`src/rtl/video_scaler_config_scheduler.sv`:
```
// Shadow/active configuration store for the aggregate scaler, with a frame-boundary commit that drains outstanding chunks first.
// Optional VIDEO_SCALER_CONFIG_READBACK_EN adds a combinational shadow readback port cfgReadData.
module video_scaler_config_scheduler #(
    parameter int CHUNK_BITS          = 5,
    parameter int SCALE_FRACTION_BITS = 6,
    parameter int OUTSTANDING_BITS    = 12
) (
    input  logic                         scalerClock,
    input  logic                         reset,
    input  logic                         cfgWriteEnable,
    input  logic [3:0]                   cfgAddress,
    input  logic [15:0]                  cfgWriteData,
    input  logic                         commitRequest,
    output logic                         commitPending,
    output logic                         commitDone,
    output logic                         overflowError,
    input  logic                         rawRequestFifoEmpty,
    input  logic [16:0]                  rawRequestFifoReadData,
    output logic                         scalerRequestFifoEmpty,
    input  logic                         scalerRequestFifoReadEnable,
    input  logic                         scalerResponseFifoWriteEnable,
    output logic [10:0]                  cropRows,
    output logic [5:0]                   cropChunks,
    output logic [10:0]                  padTopRows,
    output logic [10:0]                  padLeftColumns,
    output logic [10:0]                  sourceRows,
    output logic [10:0]                  sourceColumns,
    output logic [15:0]                  padColor,
    output logic                         enableBinning,
    output logic [2:0]                   hScaleFactor,
    output logic [2:0]                   vScaleFactor,
    output logic [SCALE_FRACTION_BITS:0] hShrinkFactor,
    output logic [SCALE_FRACTION_BITS:0] vShrinkFactor,
    output logic [15:0]                  backgroundColor,
    output logic                         hScanlineEnable,
    output logic                         vScanlineEnable,
    output logic [1:0]                   scanlineIntensity
`ifdef VIDEO_SCALER_CONFIG_READBACK_EN
    ,
    output logic [15:0]                  cfgReadData
`endif
);

    localparam int SW = SCALE_FRACTION_BITS + 1;
    localparam int CW = OUTSTANDING_BITS;
    localparam int CHUNK_PIXELS = 1 << CHUNK_BITS;
    localparam logic [SW-1:0] UNITY_SHRINK = {1'b1, {SCALE_FRACTION_BITS{1'b0}}};

    typedef struct packed {
        logic [10:0]   crop_rows;
        logic [5:0]    crop_chunks;
        logic [10:0]   pad_top_rows;
        logic [10:0]   pad_left_columns;
        logic [10:0]   source_rows;
        logic [10:0]   source_columns;
        logic [15:0]   pad_color;
        logic          enable_binning;
        logic          h_scanline_enable;
        logic          v_scanline_enable;
        logic [1:0]    scanline_intensity;
        logic [2:0]    h_scale;
        logic [2:0]    v_scale;
        logic [SW-1:0] h_shrink;
        logic [SW-1:0] v_shrink;
        logic [15:0]   background_color;
    } cfg_t;

    typedef enum logic [1:0] {
        IDLE,
        ARMED,
        DRAIN,
        COMMIT
    } state_t;

    function automatic cfg_t cfg_defaults();
        cfg_t c;
        c          = '0;
        c.h_scale  = 3'd1;
        c.v_scale  = 3'd1;
        c.h_shrink = UNITY_SHRINK;
        c.v_shrink = UNITY_SHRINK;
        return c;
    endfunction

    cfg_t          shadow;
    cfg_t          active;
    state_t        state;
    state_t        state_next;
    logic [CW-1:0] count;
    logic [CW-1:0] count_next;
    logic [CW:0]   count_wide;
    logic          saturate;
    logic          frame_start;
    logic          hold;
    logic          pop;

    // Frame start is the (row 0, chunk 0) request sitting at the FIFO head.
    assign frame_start = !rawRequestFifoEmpty && (rawRequestFifoReadData == '0);
    assign hold        = ((state == ARMED) && frame_start) || (state == DRAIN) || (state == COMMIT);
    assign scalerRequestFifoEmpty = rawRequestFifoEmpty || hold;
    assign pop         = scalerRequestFifoReadEnable && !scalerRequestFifoEmpty;

    // NOTE: shadow and active sets are plain flops rather than a RAM, so every field takes its reset value asynchronously.
    always_ff @(posedge scalerClock or negedge reset) begin
        if (!reset) begin
            shadow <= cfg_defaults();
        end else if (cfgWriteEnable) begin
            // NOTE: non-blocking updates mean a write in the COMMIT cycle is not seen by the copy below.
            case (cfgAddress)
                4'd0:  shadow.crop_rows        <= cfgWriteData[10:0];
                4'd1:  shadow.crop_chunks      <= cfgWriteData[5:0];
                4'd2:  shadow.pad_top_rows     <= cfgWriteData[10:0];
                4'd3:  shadow.pad_left_columns <= cfgWriteData[10:0];
                4'd4:  shadow.source_rows      <= cfgWriteData[10:0];
                4'd5:  shadow.source_columns   <= cfgWriteData[10:0];
                4'd6:  shadow.pad_color        <= cfgWriteData;
                4'd7: begin
                    shadow.enable_binning     <= cfgWriteData[4];
                    shadow.h_scanline_enable  <= cfgWriteData[3];
                    shadow.v_scanline_enable  <= cfgWriteData[2];
                    shadow.scanline_intensity <= cfgWriteData[1:0];
                end
                4'd8: begin
                    shadow.h_scale <= cfgWriteData[5:3];
                    shadow.v_scale <= cfgWriteData[2:0];
                end
                4'd9:  shadow.h_shrink         <= cfgWriteData[SW-1:0];
                4'd10: shadow.v_shrink         <= cfgWriteData[SW-1:0];
                4'd11: shadow.background_color <= cfgWriteData;
                default: ;
            endcase
        end
    end

    always_ff @(posedge scalerClock or negedge reset) begin
        if (!reset) begin
            active <= cfg_defaults();
        end else if (state == COMMIT) begin
            active <= shadow;
        end
    end

    // Increment before decrement so a simultaneous pop and response nets +CHUNK_PIXELS-1.
    always_comb begin
        // NOTE: every combinational output gets a default first so no path can infer a latch.
        count_wide = {1'b0, count};
        if (pop) begin
            count_wide = count_wide + (CW + 1)'(CHUNK_PIXELS);
        end
        if (scalerResponseFifoWriteEnable && (count_wide != '0)) begin
            count_wide = count_wide - 1'b1;
        end
        saturate   = count_wide[CW];
        count_next = saturate ? '1 : count_wide[CW-1:0];
    end

    always_ff @(posedge scalerClock or negedge reset) begin
        if (!reset) begin
            count         <= '0;
            overflowError <= 1'b0;
        end else begin
            count <= count_next;
            if (saturate) begin
                overflowError <= 1'b1;
            end
        end
    end

    always_ff @(posedge scalerClock or negedge reset) begin
        if (!reset) begin
            state <= IDLE;
        end else begin
            state <= state_next;
        end
    end

    always_comb begin
        state_next    = state;
        commitPending = 1'b0;
        commitDone    = 1'b0;
        case (state)
            IDLE: begin
                if (commitRequest) begin
                    state_next = ARMED;
                end
            end
            ARMED: begin
                commitPending = 1'b1;
                if (frame_start) begin
                    state_next = DRAIN;
                end
            end
            DRAIN: begin
                commitPending = 1'b1;
                if (count == '0) begin
                    state_next = COMMIT;
                end
            end
            COMMIT: begin
                commitPending = 1'b1;
                commitDone    = 1'b1;
                state_next    = IDLE;
            end
            default: state_next = IDLE;
        endcase
    end

    assign cropRows          = active.crop_rows;
    assign cropChunks        = active.crop_chunks;
    assign padTopRows        = active.pad_top_rows;
    assign padLeftColumns    = active.pad_left_columns;
    assign sourceRows        = active.source_rows;
    assign sourceColumns     = active.source_columns;
    assign padColor          = active.pad_color;
    assign enableBinning     = active.enable_binning;
    assign hScaleFactor      = active.h_scale;
    assign vScaleFactor      = active.v_scale;
    assign hShrinkFactor     = active.h_shrink;
    assign vShrinkFactor     = active.v_shrink;
    assign backgroundColor   = active.background_color;
    assign hScanlineEnable   = active.h_scanline_enable;
    assign vScanlineEnable   = active.v_scanline_enable;
    assign scanlineIntensity = active.scanline_intensity;

`ifdef VIDEO_SCALER_CONFIG_READBACK_EN
    always_comb begin
        cfgReadData = '0;
        case (cfgAddress)
            4'd0:  cfgReadData = 16'(shadow.crop_rows);
            4'd1:  cfgReadData = 16'(shadow.crop_chunks);
            4'd2:  cfgReadData = 16'(shadow.pad_top_rows);
            4'd3:  cfgReadData = 16'(shadow.pad_left_columns);
            4'd4:  cfgReadData = 16'(shadow.source_rows);
            4'd5:  cfgReadData = 16'(shadow.source_columns);
            4'd6:  cfgReadData = shadow.pad_color;
            4'd7:  cfgReadData = {11'd0, shadow.enable_binning, shadow.h_scanline_enable,
                                  shadow.v_scanline_enable, shadow.scanline_intensity};
            4'd8:  cfgReadData = {10'd0, shadow.h_scale, shadow.v_scale};
            4'd9:  cfgReadData = 16'(shadow.h_shrink);
            4'd10: cfgReadData = 16'(shadow.v_shrink);
            4'd11: cfgReadData = shadow.background_color;
            default: cfgReadData = '0;
        endcase
    end
`endif

endmodule

```
`config.mk`:
```
export PLATFORM = sky130hd
export DESIGN_NAME = video_scaler_config_scheduler
export DESIGN_NICKNAME = d
export VERILOG_FILES = /design/src/rtl/video_scaler_config_scheduler.sv
export SDC_FILE = /design/constraint.sdc
export NUM_CORES = 1
export LEC_CHECK = 0
export CAP_MARGIN = 20
export CORE_MARGIN = 8
export CORE_UTILIZATION = 53
export CTS_CLUSTER_DIAMETER = 200
export DETAILED_ROUTE_END_ITERATION = 10
export HOLD_SLACK_MARGIN = 0.03
export PLACE_DENSITY_LB_ADDON = 0.2
export SYNTH_ARGS = -nofsm -noshare
export SYNTH_HDL_FRONTEND = slang
export SYNTH_SLANG_ARGS = --single-unit
```
`constraint.sdc`:
```
create_clock -name scalerClock -period 3.7 [get_ports scalerClock]
set_input_delay 1.11 -clock scalerClock [delete_from_list [all_inputs] [get_ports scalerClock]]
set_output_delay 1.11 -clock scalerClock [all_outputs]
set_load 0.005 [all_outputs]
```
==> results.sh, run 1 <==
export IMPL_period_needed_ps=3580
export IMPL_routabilityCongestion=0.828
export IMPL_tns_ps=0
export IMPL_synth_async_reset_ratio=1.00
export IMPL_worst_slack_ps=124
export IMPL_status="completed"
export IMPL_drt_iter0_drc=278
export IMPL_grt_max_degree=92
export IMPL_hold_class="flip-flop to flip-flop"
export IMPL_synth_seq_cells=251
export IMPL_routed_wl_um=23400
export IMPL_worstSetupEndpointType="primary output"
export IMPL_worst_path_dominant_cell_family="simple AND/OR/NAND/NOR gates"
export IMPL_final_common_cell="dfrtp_1"
export IMPL_drc=0
export IMPL_cp_arrival_ps=2470
export IMPL_vias_per_cell=5.53
export IMPL_rsz0062_at_grt="false"
export IMPL_finalHoldViolations=0
export IMPL_worstPathRequired_ps=2590
export IMPL_antenna_found_initial=0
export IMPL_ir_drop_uv=492
export IMPL_hold_buffers=0
export IMPL_hold_slack_ps=474
export IMPL_postRouteAntennaNets=0
export IMPL_crit_fanout=2
export IMPL_syn_cell_area_um2=10100
export IMPL_tightest_slew_ps=711
export IMPL_setup_viol=0
export IMPL_seq_area_um2=6290
export IMPL_synth_edf_count=0
export IMPL_ys_types=47
export IMPL_path_clk_slew_ps=50
export IMPL_worstPathCellList="dlygate4sd2_1, or4_4, nor4_4, nand3_2, o21ai_2, buf_2"
export IMPL_cts_sinks=251
export IMPL_grt_pass1_vias=7067
export IMPL_avgSynthCellArea_um2=14.8
export IMPL_layout_nets=943
export IMPL_pre_cts_ws_ps=-603
export IMPL_synth_ff_type="dfrtp_1"
export IMPL_area_delta_synth_final_pct=30.6
export IMPL_fmax_mhz=280
export IMPL_slew_limit_headroom=0.526
export IMPL_fill_cells=1281
export IMPL_n_antenna_cell=0
export IMPL_finalCritPeriodShare=0.967
export IMPL_power_leakage_nw=5.76
export IMPL_rrSetupSlack_ps=400
export IMPL_crit_path_start_kind="input pin"
export IMPL_core_area_um2=18700
export IMPL_finClkSkew_ps=18.4
export IMPL_power_density_nw_per_um2=799
export IMPL_layout_drive_gt1_share=0.387
export IMPL_initial_core_util=0.540
export IMPL_postSynthCellCount=681
export IMPL_slew_violations=0
export IMPL_maxCapViolations=0
export IMPL_yosysWarnings=0
export IMPL_startpoint="rawRequestFifoReadData[15]"
export IMPL_routedWlPerCell_um=20.5
export IMPL_crit_type="input pin to primary output"
export IMPL_dr_pass1_iters=5
export IMPL_slowest_stage="or4_4"
export IMPL_reg2regPathDepth=10
export IMPL_regToRegEndpoint="count[0]"
export IMPL_io_pins=166
export IMPL_dieArea_um2=23700
export IMPL_clock_latency_ps=530
export IMPL_ys_seq_area_frac=0.623
export IMPL_place_hpwl_um=16200
export IMPL_cts_tree="yes"
export IMPL_die_x_um=154
export IMPL_vias=6336
export IMPL_grt_pass1_wl_um=37600
export IMPL_grt_overflow=0
export IMPL_cts_max_level=1
export IMPL_die_h_um=154
export IMPL_syn_nets=733
export IMPL_r2r_start="state[0]"
export IMPL_track_usage=0.197
export IMPL_cp_depth=6
export IMPL_placementRows=50
export IMPL_root_buffer="clkbuf_16"
export IMPL_mostFrequentLayoutCells="dfrtp_1 (243), mux2_2 (236), clkdlybuf4s50_1 (155)"
export IMPL_cts_made_buffers=27
export IMPL_port_buffers=165
export IMPL_cp_slowest_stage_delay_ps=430
export IMPL_cp_num_buf_inv=2
export IMPL_cts_max_path_buffers=3
export IMPL_crit_end="scalerRequestFifoEmpty"
export IMPL_multi_input_area_um2=3680
==> per-layer routing <==
metal  vias up  track usage  share of wire
met4         0       0.0546          0.023
met5         -            0              0
met3        35       0.0538          0.069
met2       163        0.343           0.50
met1      3295        0.237           0.41
li1       2843            -              -
==> stage by stage <==
stage / total power, mW / utilization / std cells / area (µm²)
6_report: 10.5 / 0.706 / 1145 / 13200
5_1_grt: 11.1 / 0.706 / 1145 / 13200
4_1_cts: 10.7 / 0.705 / 1147 / 13200
3_5_place_dp: 8.07 / 0.655 / 1086 / 12300
3_3_place_gp: 7.91 / 0.655 / 1086 / 12300
2_1_floorplan: 6.02 / - / 681 / 10100
==> timing repair <==
item                       CTS  global route
setup buffers               12             0
pin swaps                    7             6
gates resized for setup     15            11
setup endpoints to repair    1             6
==> synth_stat cells (all sizes together) (5+ instances only) <==
cell type | count | share of area
or3 | 5 | 0.0031
nand2 | 22 | 0.0082
nand2b | 8 | 0.0050
inv | 8 | 0.0030
buf | 7 | 0.0036
mux2 | 236 | 0.26
o21ai | 9 | 0.0048
clkbuf | 27 | 0.010
nor4 | 6 | 0.0052
dfstp | 8 | 0.021
nand3 | 6 | 0.0030
a21oi | 9 | 0.0045
nor2 | 20 | 0.0074
xnor2 | 7 | 0.0061
nor3 | 6 | 0.0030
ha | 8 | 0.0099
dfrtp | 243 | 0.60
xor2 | 6 | 0.0052
==> worst reg2reg max path, cell delays in order (launching register included) <==
cell and delay (ps):
dfrtp_1 450, inv_1 120, ha_1 250, or3_1 400, nor3_2 250, xor2_1 90, or4b_1 570, a222oi_1 380
a21oi_1 130, a21oi_1 170, or3b_1 360
==> cell type report <==
class                      count  area share
clock buffer                  38      0.0581
clock inverter                11     0.00664
tap                          234      0.0222
timing repair buffer         215       0.155
inverter                       8     0.00227
multi-input combinational    388       0.279
sequential                   251       0.477
==> flip-flops by register name, summed over array words and instances (netlist names), 2 cells and up <==
name               cells
shadow               118
backgroundColor       16
padColor              16
count                 12
cropRows              11
padLeftColumns        11
padTopRows            11
sourceColumns         11
sourceRows            11
hShrinkFactor          7
vShrinkFactor          7
cropChunks             6
hScaleFactor           3
vScaleFactor           3
scanlineIntensity      2
state                  2
==> power by group <==
part	switching [mW]	internal, mW	leakage (nW)
Sequential	0.654	3.78	3.07
Combinational	1.26	2.31	2.26
Clock	1.03	1.51	0.430
==> cell families (layout without fill, tap and decap cells) <==
| family | count (synthesis) | count (layout) | synth area share |
|---|---|---|---|
| AOI/OAI and AO/OA | 34 | 34 | 0.0229 |
| xor gates and xnor gates | 13 | 13 | 0.0113 |
| adders and majority gates | 8 | 8 | 0.00991 |
| buffers and inverters | 42 | 272 | 0.0166 |
| DFF | 251 | 251 | 0.623 |
| muxes | 237 | 237 | 0.264 |
| and+or+nand+nor | 96 | 96 | 0.0529 |
==> how the worst min path moves through the flow <==
stage / start / depth (start not counted) / slack (ps) / endpoint
final: overflowError / 1 / 470 / overflowError
after global routing: shadow[107] / 1 / 510 / shadow[107]
after CTS: overflowError / 1 / 490 / overflowError
after detailed placement: overflowError / 1 / 480 / overflowError
after global placement: overflowError / 1 / 450 / overflowError
after floorplan: overflowError / 1 / 460 / overflowError
No activity file was read; power rests on OpenSTA's default activity.
==> run 2: changes to the inputs <==
Settings changed: GPL_ROUTABILITY_DRIVEN set to 0.
==> run 2 against run 1 <==
Net effect: power decreased by 0.40%; cell count fell by 0.35%; design area is essentially flat; critical path type is now input pin to flip-flop; clock-buffer cell count increased by 2; setup slack got worse by 57 ps; sequential power hardly changed.
==> results.sh, run 2 (synthesized netlist as in run 1, its figures left out) <==
export IMPL_worstPathCellList="clkdlybuf4s15_1, or4_4, nor4_4, buf_4, buf_4, a41o_4, or4b_1, a222oi_1, buf_4, buf_4, or4_4, o31a_1, o21ai_1"
export IMPL_routedWlPerCell_um=20.7
export IMPL_root_buffer="clkbuf_16"
export IMPL_crit_path_start_kind="input pin"
export IMPL_hold_class="flip-flop to flip-flop"
export IMPL_p_total_mw=10.5
export IMPL_final_cells=1141
export IMPL_hold_slack_ps=473
export IMPL_rrSetupSlack_ps=330
export IMPL_crit_type="input pin to flip-flop"
export IMPL_grt_pass1_wl_um=37400
export IMPL_vias=6346
export IMPL_port_buffers=165
export IMPL_cp_common_cell="buf_4"
export IMPL_worstSetupEndpointType="flip-flop"
export IMPL_final_common_cell="dfrtp_1"
export IMPL_status="completed"
export IMPL_routed_wl_um=23600
export IMPL_pre_cts_ws_ps=-581
export IMPL_drt_iter0_drc=247
export IMPL_worst_slack_ps=66.2
export IMPL_finalHoldViolations=0
export IMPL_finClkSkew_ps=10.8
export IMPL_slowest_stage="or4_4"
export IMPL_grt_overflow=0
export IMPL_clock_latency_ps=530
export IMPL_grt_pass1_vias=6956
export IMPL_fmax_mhz=275
export IMPL_core_area_um2=18700
export IMPL_dpl_cell_count=1083
export IMPL_seq_power_share=0.421
export IMPL_initial_core_util=0.540
export IMPL_slew_violations=0
export IMPL_cp_arrival_ps=4070
export IMPL_dieArea_um2=23700
export IMPL_place_hpwl_um=16100
export IMPL_p_comb_frac=0.340
export IMPL_cts_max_level=1
export IMPL_worstPathRequired_ps=4140
export IMPL_mostFrequentLayoutCells="dfrtp_1 (243), mux2_2 (236), clkdlybuf4s50_1 (155)"
export IMPL_cp_slowest_stage_delay_ps=530
export IMPL_slew_limit_headroom=0.504
export IMPL_power_frac_clock=0.239
export IMPL_grt_max_degree=72
export IMPL_power_leakage_nw=5.74
export IMPL_internal_power_mw=7.58
export IMPL_antenna_found_initial=0
export IMPL_layout_drive_gt1_share=0.380
export IMPL_layout_nets=940
export IMPL_largest_register="shadow"
export IMPL_placementRows=50
export IMPL_io_pins=166
export IMPL_largest_reg_flops=118
export IMPL_cp_num_buf_inv=5
export IMPL_path_clk_slew_ps=60
export IMPL_dr_pass1_iters=5
export IMPL_setup_viol=0
export IMPL_die_x_um=154
export IMPL_switching_power_mw=2.93
export IMPL_power_density_nw_per_um2=797
export IMPL_die_h_um=154
export IMPL_postRouteAntennaNets=0
export IMPL_finalCritPeriodShare=0.982
export IMPL_tightest_slew_ps=741
export IMPL_drc=0
export IMPL_period_needed_ps=3630
export IMPL_cts_tree="yes"
export IMPL_cts_made_buffers=25
export IMPL_worst_path_dominant_cell_family="simple AND/OR/NAND/NOR gates"
export IMPL_maxCapViolations=0
export IMPL_ir_drop_uv=608
export IMPL_vias_per_cell=5.56
export IMPL_track_usage=0.197
export IMPL_area_delta_synth_final_pct=30.5
export IMPL_swShare=0.279
export IMPL_cts_max_path_buffers=3
export IMPL_cts_sinks=251
export IMPL_crit_fanout=7
-- run 2: cell count changes in the layout (fill, tap and decap cells not counted), moves of 2 or more --
cell             delta
dlygate4sd2_1       -3
clkbuf_16           -2
clkbuf_1            +4
clkinv_2            -7
buf_4               -3
clkdlybuf4s15_1     +2
-- run 2: layout make-up --
class / count / area [µm²]
clock inverters: 5 / 93.8
fillers: 1261 / 5510
clock buffers: 40 / 732
flip-flops and latches: 251 / 6290
repair buffers: 214 / 2050
multi-input cells: 388 / 3700
diodes: 1 / 2.50
well taps: 234 / 293
inverters: 8 / 30.0
-- run 2: per-layer routing --
layer  share of wire  global-route usage  routed length (µm)
met2            0.50               0.339               11900
met3           0.075              0.0580                1760
met1            0.39               0.232                9320
met5               0                   0                   0
met4           0.027              0.0635                 633
-- run 2: power groups by stage --
stage / combinational [mW] / clock, mW / sequential (mW)
3_5_place_dp: 3.60 / 0 / 4.46
5_1_grt: 3.86 / 2.69 / 4.55
6_report: 3.57 / 2.51 / 4.43
2_1_floorplan: 1.71 / 0 / 4.31
3_3_place_gp: 3.48 / 0 / 4.40
4_1_cts: 3.63 / 2.58 / 4.43
-- run 2: metrics by stage --
step	TNS [ps]	util	area [µm²]
2_1_floorplan	0	-	10100
3_3_place_gp	-4900	0.654	12200
3_5_place_dp	-6750	0.654	12200
4_1_cts	0	0.703	13100
5_1_grt	-33.7	0.705	13200
6_report	0	0.705	13200
-- run 2: timing repair --
item	in CTS	in global routing
gates resized for setup	13	18
buffers inserted	12	2
gates cloned	0	1
hold buffers	0	0
pin swaps	7	14
endpoints found under the setup margin	3	16
-- run 2: worst register-to-register path: stages, from the launching register on --
cell,delay (ps)
dfrtp_1,440
inv_1,110
ha_1,250
or3_1,410
buf_4,170
or2_1,250
or3_1,430
a222oi_1,450
a21oi_1,150
a21oi_2,220
or3b_1,380
-- run 2: path summary, 6_finish.rpt --
check / to / start / depth (start not counted)
max in group asynchronous: shadow[66] / reset / 2
max: count[9] / rawRequestFifoReadData[12] / 13
min reg2reg: overflowError / overflowError / 1
min: overflowError / overflowError / 1
max reg2reg: count[0] / state[0] / 10
min in group asynchronous: cropRows[1] / reset / 1
==> run 3: changes to the inputs <==
Settings changed: CELL_PAD_IN_SITES_DETAIL_PLACEMENT set to 0, CELL_PAD_IN_SITES_GLOBAL_PLACEMENT set to 1, CORE_UTILIZATION 53 to 44.
==> run 3 against run 2 <==
Net effect: global-route usage decreased by 2.5 points; critical endpoint is now scalerRequestFifoEmpty; critical path depth fell by 7; wire length grew 2.2%; cell count is 4.6% higher; non-clock buffer count is 1 lower; core utilization is 12 points lower; largest power group unchanged; register-to-register slack improved by 40 ps; design area is 0.82% higher; highest routed layer unchanged; sequential cell count unchanged.
==> results.sh, run 3 (synthesized netlist as in run 1, its figures left out) <==
export IMPL_area_delta_synth_final_pct=31.6
export IMPL_cp_num_buf_inv=2
export IMPL_grt_max_degree=79
export IMPL_track_usage=0.172
export IMPL_cp_arrival_ps=2550
export IMPL_tns_ps=0
export IMPL_period_needed_ps=3660
export IMPL_seq_power_share=0.415
export IMPL_grt_overflow=0
export IMPL_final_cells=1194
export IMPL_drc=0
export IMPL_placementRows=55
export IMPL_pre_cts_ws_ps=-570
export IMPL_routedWlPerCell_um=20.2
export IMPL_mostFrequentLayoutCells="dfrtp_1 (243), mux2_2 (236), clkdlybuf4s50_1 (155)"
export IMPL_final_cell_area_um2=13300
export IMPL_maxCapViolations=0
export IMPL_worstPathCellList="dlygate4sd2_1, or4_4, nor4_4, nand3_2, o21ai_1, buf_2"
export IMPL_worst_slack_ps=39.3
export IMPL_p_total_mw=10.7
export IMPL_die_h_um=168
export IMPL_place_area_um2=12300
export IMPL_vias_per_cell=5.25
export IMPL_multi_input_area_um2=3680
export IMPL_seq_area_um2=6290
export IMPL_routed_wl_um=24100
export IMPL_finalCritPeriodShare=0.989
export IMPL_slowest_stage="or4_4"
export IMPL_path_clk_slew_ps=60
export IMPL_place_hpwl_um=16500
export IMPL_setup_viol=0
export IMPL_crit_fanout=2
export IMPL_cts_max_path_buffers=3
export IMPL_worst_path_dominant_cell_family="simple AND/OR/NAND/NOR gates"
export IMPL_slew_violations=0
export IMPL_cts_max_level=1
export IMPL_power_frac_clock=0.250
export IMPL_internal_power_mw=7.69
export IMPL_status="completed"
export IMPL_largest_reg_flops=118
export IMPL_fmax_mhz=273
export IMPL_hold_slack_ps=471
export IMPL_layout_drive_gt1_share=0.384
export IMPL_dieArea_um2=28100
export IMPL_fin_util=0.589
export IMPL_grt_pass1_vias=7043
export IMPL_cp_slowest_stage_delay_ps=500
export IMPL_slew_limit_headroom=0.453
export IMPL_crit_type="input pin to primary output"
export IMPL_crit_path_start_kind="input pin"
export IMPL_fill_cells=1779
export IMPL_antenna_found_initial=1
export IMPL_largest_register="shadow"
export IMPL_die_x_um=168
export IMPL_power_density_nw_per_um2=801
export IMPL_cts_tree="yes"
export IMPL_dpl_cell_count=1135
export IMPL_core_area_um2=22600
export IMPL_port_buffers=165
export IMPL_initial_core_util=0.448
export IMPL_layout_nets=941
export IMPL_root_buffer="clkbuf_16"
export IMPL_swShare=0.279
export IMPL_switching_power_mw=2.97
export IMPL_cts_sinks=251
export IMPL_drt_iter0_drc=237
export IMPL_postRouteAntennaNets=0
export IMPL_vias=6274
export IMPL_worstSetupEndpointType="primary output"
export IMPL_power_leakage_nw=5.77
export IMPL_grt_pass1_wl_um=38900
export IMPL_dr_pass1_iters=5
export IMPL_clock_latency_ps=530
export IMPL_p_comb_frac=0.335
export IMPL_n_antenna_cell=0
export IMPL_finalHoldViolations=0
export IMPL_final_common_cell="dfrtp_1"
export IMPL_io_pins=166
export IMPL_cts_made_buffers=27
export IMPL_finClkSkew_ps=23.1
export IMPL_ir_drop_uv=473
export IMPL_worstPathRequired_ps=2590
export IMPL_tightest_slew_ps=818
export IMPL_hold_class="flip-flop to flip-flop"
-- run 3: cell count changes in the layout (fill, tap and decap cells not counted), sizes merged --
cell / delta
clkbuf: -4
diode: -1
clkinvlp: +1
dlygate4sd2: +4
clkinv: +5
clkdlybuf4s15: -2
dlymetal6s2s: -1
-- run 3: repair_timing --
action                                  in CTS  in global routing
pin swaps                                    7                  6
endpoints found under the setup margin       1                 12
resized for setup                           15                  6
hold buffers                                 0                  0
buffers inserted                            11                  2
-- run 3: worst paths after layout --
| check | startpoint | endpoint | slack, ps | cells after the start |
|---|---|---|---|---|
| worst max-delay path | rawRequestFifoReadData[13] | scalerRequestFifoEmpty | 40 | 6 |
| worst min-delay path | overflowError | overflowError | 470 | 1 |
| worst max register to register | state[0] | count[0] | 370 | 11 |
| worst min register to register | overflowError | overflowError | 470 | 1 |
| max in group asynchronous | reset | sourceColumns[7] | 2220 | 2 |
| min in group asynchronous | reset | cropRows[5] | 530 | 1 |
-- run 3: area by class of cell --
type,instances,area share
clock buffers,38,0.0584
clock inverters,11,0.00922
inverters,8,0.00226
multi-input cells,388,0.277
flip-flops and latches,251,0.473
well taps,285,0.0268
repair buffers,213,0.153
-- run 3: routing by layer --
| layer | share of wire | global-route usage | routed length (µm) |
|---|---|---|---|
| met5 | 0 | 0 | 0 |
| met4 | 0.020 | 0.0427 | 490 |
| met3 | 0.070 | 0.0538 | 1700 |
| met2 | 0.49 | 0.295 | 11800 |
| met1 | 0.42 | 0.206 | 10100 |
-- run 3: power groups by stage --
stage          logic, mW  clock network [mW]  registers (mW)
4_1_cts             3.63                2.73            4.44
2_1_floorplan       1.71                   0            4.31
5_1_grt             3.87                2.86            4.57
6_report            3.56                2.66            4.42
3_3_place_gp        3.50                   0            4.41
3_5_place_dp        3.61                   0            4.47
